<file path="src/rtl/adder_tree_feeder.sv">
// Serial-to-parallel operand feeder for the pipelined 32-bit adder tree; collects a vector, waits out the tree latency, returns the sum.
// Optional early-end zero padding via `define ADDER_FEEDER_ZEROPAD_EN (adds the in_last port).
module adder_tree_feeder #(
    parameter int TREE_SIZE = 8,
    parameter int LATENCY   = 3
) (
    input  logic                    clock,
    input  logic                    reset,
    input  logic [31:0]             in_data,
    input  logic                    in_valid,
    output logic                    in_ready,
`ifdef ADDER_FEEDER_ZEROPAD_EN
    input  logic                    in_last,
`endif
    output logic [32*TREE_SIZE-1:0] tree_in,
    input  logic [31:0]             tree_sum,
    output logic [31:0]             sum_data,
    output logic                    sum_valid,
    input  logic                    sum_ready,
    output logic                    busy
);

    localparam int IDX_W = (TREE_SIZE > 1) ? $clog2(TREE_SIZE) : 1;
    localparam int CNT_W = $clog2(LATENCY + 2);

    typedef enum logic [1:0] {FILL, WAIT, HOLD} state_t;

    state_t           state;
    logic [IDX_W-1:0] idx;
    logic [CNT_W-1:0] cnt;
    logic             in_hs;
    logic             last_word;
    logic             pad_rest;

    assign in_hs = in_valid && in_ready;

    always_comb begin
        pad_rest = 1'b0;
`ifdef ADDER_FEEDER_ZEROPAD_EN
        pad_rest = in_last;
`endif
        last_word = (idx == IDX_W'(TREE_SIZE - 1)) || pad_rest;
    end

    // NOTE: the operand lanes are an ordinary register bank, so they take the async reset like any other state.
    always_ff @(posedge clock or posedge reset) begin
        if (reset) begin
            state     <= FILL;
            idx       <= '0;
            cnt       <= '0;
            tree_in   <= '0;
            sum_data  <= '0;
            sum_valid <= 1'b0;
            in_ready  <= 1'b1;
            busy      <= 1'b0;
        end else begin
            case (state)
                FILL: begin
                    if (in_hs) begin
                        for (int k = 0; k < TREE_SIZE; k++) begin
                            if (IDX_W'(k) == idx)
                                tree_in[32*k +: 32] <= in_data;
                            else if (pad_rest && IDX_W'(k) > idx)
                                tree_in[32*k +: 32] <= '0;
                        end
                        busy <= 1'b1;
                        if (last_word) begin
                            idx      <= '0;
                            cnt      <= '0;
                            in_ready <= 1'b0;
                            state    <= WAIT;
                        end else begin
                            idx <= idx + 1'b1;
                        end
                    end
                end
                WAIT: begin
                    // tree_sum is valid LATENCY edges after tree_in settled; capture on the next one.
                    if (cnt == CNT_W'(LATENCY)) begin
                        sum_data  <= tree_sum;
                        sum_valid <= 1'b1;
                        state     <= HOLD;
                    end else begin
                        cnt <= cnt + 1'b1;
                    end
                end
                HOLD: begin
                    if (sum_ready) begin
                        sum_valid <= 1'b0;
                        in_ready  <= 1'b1;
                        busy      <= 1'b0;
                        state     <= FILL;
                    end
                end
                default: state <= FILL;
            endcase
        end
    end

endmodule

</file>
<file path="config.mk">
export PLATFORM = sky130hd
export DESIGN_NAME = adder_tree_feeder
export DESIGN_NICKNAME = d
export VERILOG_FILES = /design/src/rtl/adder_tree_feeder.sv
export SDC_FILE = /design/constraint.sdc
export NUM_CORES = 1
export LEC_CHECK = 0
export BUFFER_PORTS_ARGS = -buffer_cell sky130_fd_sc_hd__buf_2
export CORE_ASPECT_RATIO = 1.25
export CORE_MARGIN = 3
export CORE_UTILIZATION = 55
export DETAILED_ROUTE_END_ITERATION = 6
export PLACE_DENSITY = 0.85
export SYNTH_ARGS = -nofsm -noshare
export SYNTH_HDL_FRONTEND = slang
export SYNTH_SLANG_ARGS = --single-unit
</file>
<file path="constraint.sdc">
create_clock -name clock -period 17.95 [get_ports clock]
set_input_delay 1.795 -clock clock [delete_from_list [all_inputs] [get_ports clock]]
set_output_delay 1.795 -clock clock [all_outputs]
set_load 0.01 [all_outputs]
</file>
# After elaboration in Yosys (flattened, before gate mapping)
# Cells that the tools add are included.
# totals
wordCells	73
output_inout_bits	291
regBits	299
# op_classes
eq_ne	16
muxes	19
addsub	2
reduce_logical	21
# op_table
operator	count
$reduce_and A3 Y1	10
$eq A3 B3 Y1 const A	4
$mux W3	4
$reduce_and A4 Y1	3
$ne A2 B2 Y1 const B	5
$mux W2	4
$add A3 B1 Y3 const B	2
$eq A2 B3 Y1 const A	2
$mux W1	6
$pmux W1 S2	3
$pmux W2 S3	1
$pmux W3 S2	1
$reduce_bool A2 Y1	3
$reduce_and A2 Y1	2
$eq A1 B3 Y1 const A	1
$eq A3 B2 Y1 const B	1
$eq A3 B3 Y1 const B	1
$logic_not A3 Y1	1
$eq A2 B1 Y1 const B	1
$eq A2 B2 Y1 const B	1
$logic_not A2 Y1	1
$logic_and A1 B1 Y1	1

# Depth between registers and ports, before layout
# depth
word_depth	4
mapped_depth	7

# Worst setup path after synthesis
# OpenSTA, ideal clock, no wires.
# synth_path
path_kind	input to register
startpoint	input port in_valid
endpoint	register tree_in[0]
t_required_ps	17825
path_stages	5
arrival_time_ps	2924
setup_slack_ps	14901
path_cell_list	nand2_1 -> or4_1 -> buf_2 -> buf_6 -> mux2_4
# synth_via
elab_chain_len	2
# synth_lines
item	line_no	text
from (decl)	10	input logic in_valid,
$logic_and A1 B1 Y1	35	assign in_hs = in_valid && in_ready;
$reduce_and A3 Y1 (no line)	n/a	
to (signal, indexed assignment)	62	tree_in[32*k +: 32] <= in_data;
to (decl)	15	output logic [32*TREE_SIZE-1:0] tree_in,
# Every way passes these cells.
# A chain may end at the register's enable or synchronous reset.

# Worst setup path after layout
# layout_path
startpoint	input port in_valid
endpoint	register tree_in[15]
# The elaborated chain is that of the path after synthesis.

==> impl_results.md <==
* Outcome: finished, final reports clean
* Die height at 167 µm
* Tmin final at 3220 ps
* Area leader, netlist: dfrtp_1
* Power per cell area at 90.1 nW/µm²
* Final WL at 27300 µm
* Root buf cell: clkbuf_16
* Count leader, synth: dfrtp_1
* Post-synth EDFFs at 0
* Combinational fraction of design power at 0.030
* Total die area at 22600 µm²
* FF/Latch Area at 7480 µm²
* Post-DP HPWL at 18800 µm
* Net load switching power at 0.281 mW
* P_int at 1.01 mW
* HP Class: register to register
* Gpl congestion at 0.808
* Clock-pin slew on the worst setup and hold paths at 60 ps
* Cells along the critical path: buf_2 -> nand2_1 -> or4_2 -> mux2_1
* Number of max-cap violations at 0
* R2r setup slk at 15230 ps
* Critical Path Max Stage Delay at 1110 ps
* Synth top area cells: dfrtp_1 (65%), mux2_2 (26%), mux2_4 (2.0%)
* Quantity of hold-fixing buffers added after cts at 0
* Slew Viols, Final at 0
* Avg WL per Cell at 20.5 µm
* Hold worst-path end: tree_in[152]
* Cell variety after synth at 29
* GRT Util Overall at 0.237
* Dpl ws at 14160 ps
* Port buffer count at 358
* Vias/cell at 5.30
* Cell count after placement at 1280
* CTS max path bufs at 3
* Post-synth design cell area at 11500 µm²
* Syn avg cell area at 17.0 µm²
* Initial antenna violation count at 0
* Initial DRC Count at 221
* Clock Power Share at 0.444
* Crit start category: primary input
* Crit-path leading delay family: simple AND/OR/NAND/NOR gates
* Syn-to-layout area delta at 24.8%
* YS warnings at 0
* Fin cells at 1332
* Yosys top cell area share at 0.650
* Post-DP Area at 13400 µm²
* Global-route wire length before repair at 42500 µm
* Max Fanout on Critical Path at 32
* Postcts setup bufs at 0
* Final antenna-violating net count at 0
* Worst EP required at 18360 ps
* Top cells by count, synth: dfrtp_1 (298), mux2_2 (260), buf_6 (16)
* LEAKAGE at 8.23 nW
* Final setup violating endpoints at 0
* R2R cell count at 4
* IR drop worst, VDD at 90.6 µV
* # clock sinks at 299
* Buf/Inv on CP at 1
* # DRC at 0
* Initial Util at 0.564
* Final instance area at 14300 µm²
* Final Hold Vio Count at 0
* Post-synth top flop: dfrtp_1
* Switch share at 0.218
* RSZ-0062 raised after global routing: false
* Clock skew at 7.58 ps
* Mapped Cells at 673
* Max_slew headroom at 0.159
* Vias at 7060
* Data arrival, critical path at 3630 ps
* Drt pass-1 iters at 4
* Reg power frac at 0.527
* Hold Startpoint: tree_in[152]
* CP max-delay cell: or4_2
* Slew of the pin with the lowest slew margin at 1260 ps
* CTS Buf Count at 28
* Final core utilization at 0.704
* Clock Latency Late Sink at 530 ps
* Remaining global-route overflow at 0
* Clock tree from TritonCTS: done
* Critical path type: primary input to register
* Hold path cells at 1
* #FFs+latches synth at 299
* Chip width at 135 µm
* Setup ws final at 14730 ps
* # IOs at 359
* Pin count of the biggest net entering global routing at 144
* Vias in the first global route at 7605
* H-tree levels at 1
* Post-synthesis sequential area ratio at 0.653
* FP Rows at 58
* # diodes at 0
* R2R Path End: tree_in[214]
* Tcrit/Tclk final at 0.179
* Final nets at 1116
* FF-to-FF Start: in_ready
* Fmax at 0.311 GHz
* CP endpoint kind: register
* Footprint of the multi-input gates at 3700 µm²
* Core area at 20300 µm²
* Fraction of layout cells with a size suffix above 1 at 0.661
* Ys async rst share at 1.00
* Post-synthesis net count at 749
* Fill count at 1331
* Post-CTS resize count at 0
* Setup TNS at 0 ps
[cell families (layout without fill, tap and decap cells)]
logic type,after synthesis,count (layout),share of synthesized area
AO/OA/AOI/OAI,13,13,0.00666
buffers and inverters,37,426,0.0252
multiplexers,288,288,0.288
adder cells (fa/ha/maj),8,8,0.00873
flip-flops,299,299,0.653
AND/OR/NAND/NOR,28,28,0.0190
[sequential cells by signal, summed over array words and instances, names as in the netlist]
register	flops
sum_valid	1
sum_data	32
in_ready	1
busy	1
cnt	3
state	2
tree_in	256
idx	3
[power groups by stage]
stage | clock network, mW | logic [mW] | registers, mW
after floorplan | 0 | 0.0135 | 0.694
after global placement | 0 | 0.0384 | 0.691
after detailed placement | 0 | 0.0391 | 0.692
after CTS | 0.584 | 0.0393 | 0.679
after global routing | 0.609 | 0.0428 | 0.679
final | 0.572 | 0.0381 | 0.679
[layer usage]
layer | track usage | share of wire | routed length (µm) | vias up
li1 | - | - | - | 3114
met1 | 0.285 | 0.38 | 10400 | 3585
met2 | 0.409 | 0.50 | 13800 | 291
met3 | 0.0586 | 0.073 | 1990 | 70
met4 | 0.0943 | 0.043 | 1170 | 0
met5 | 0 | 0 | 0 | -
[placed cells by master (no fill, tap or decap)]
cell / count
buf_2: 358
dfrtp_1: 298
mux2_2: 260
clkbuf_16: 29
mux2_4: 15
mux2_1: 13
clkinv_2: 11
nand2_1: 9
buf_4: 9
o21ai_0: 8
ha_1: 8
inv_1: 6
nor3_4: 4
clkbuf_1: 4
o211ai_1: 3
clkinvlp_4: 3
nand2b_1: 2
inv_8: 2
nor2_1: 2
nand3_1: 2
clkbuf_8: 2
and4bb_1: 1
nand2_2: 1
or4_2: 1
or3b_4: 1
nor4_4: 1
nor2_4: 1
o2bb2ai_1: 1
or3b_2: 1
nand4bb_1: 1
nor2b_1: 1
a21oi_1: 1
bufinv_16: 1
clkinv_4: 1
dfstp_2: 1
[worst reg2reg max path: stages, from the launching register on]
cell     delay (ps)
dfstp_2         570
or3b_4          480
nor3_4          730
buf_4           430
mux2_2          390
[metrics by stage]
stage	hold WS [ps]	total power [mW]
2_1_floorplan	469	0.707
3_3_place_gp	463	0.730
3_5_place_dp	471	0.731
4_1_cts	486	1.30
5_1_grt	501	1.33
6_report	483	1.29
[how the worst max path moves through the flow]
stage | startpoint | end | slack [ps] | cells past startpoint
floorplan | reset | busy | 7900 | 1
global placement | in_valid | tree_in[15] | 14210 | 4
detailed placement | in_valid | tree_in[15] | 14160 | 4
CTS | in_valid | tree_in[15] | 14720 | 4
global route | reset | tree_in[57] | 14590 | 3
finish | in_valid | tree_in[15] | 14730 | 4
[layout make-up]
class                           instances  area share
Clock buffer                           35      0.0537
Clock inverter                         17     0.00892
Timing Repair Buffer                  367       0.130
Sequential cell                       299       0.523
Inverter                                7     0.00236
Tap cell                              270      0.0236
Multi-Input combinational cell        337       0.259
(Power assumes the default switching activity.)
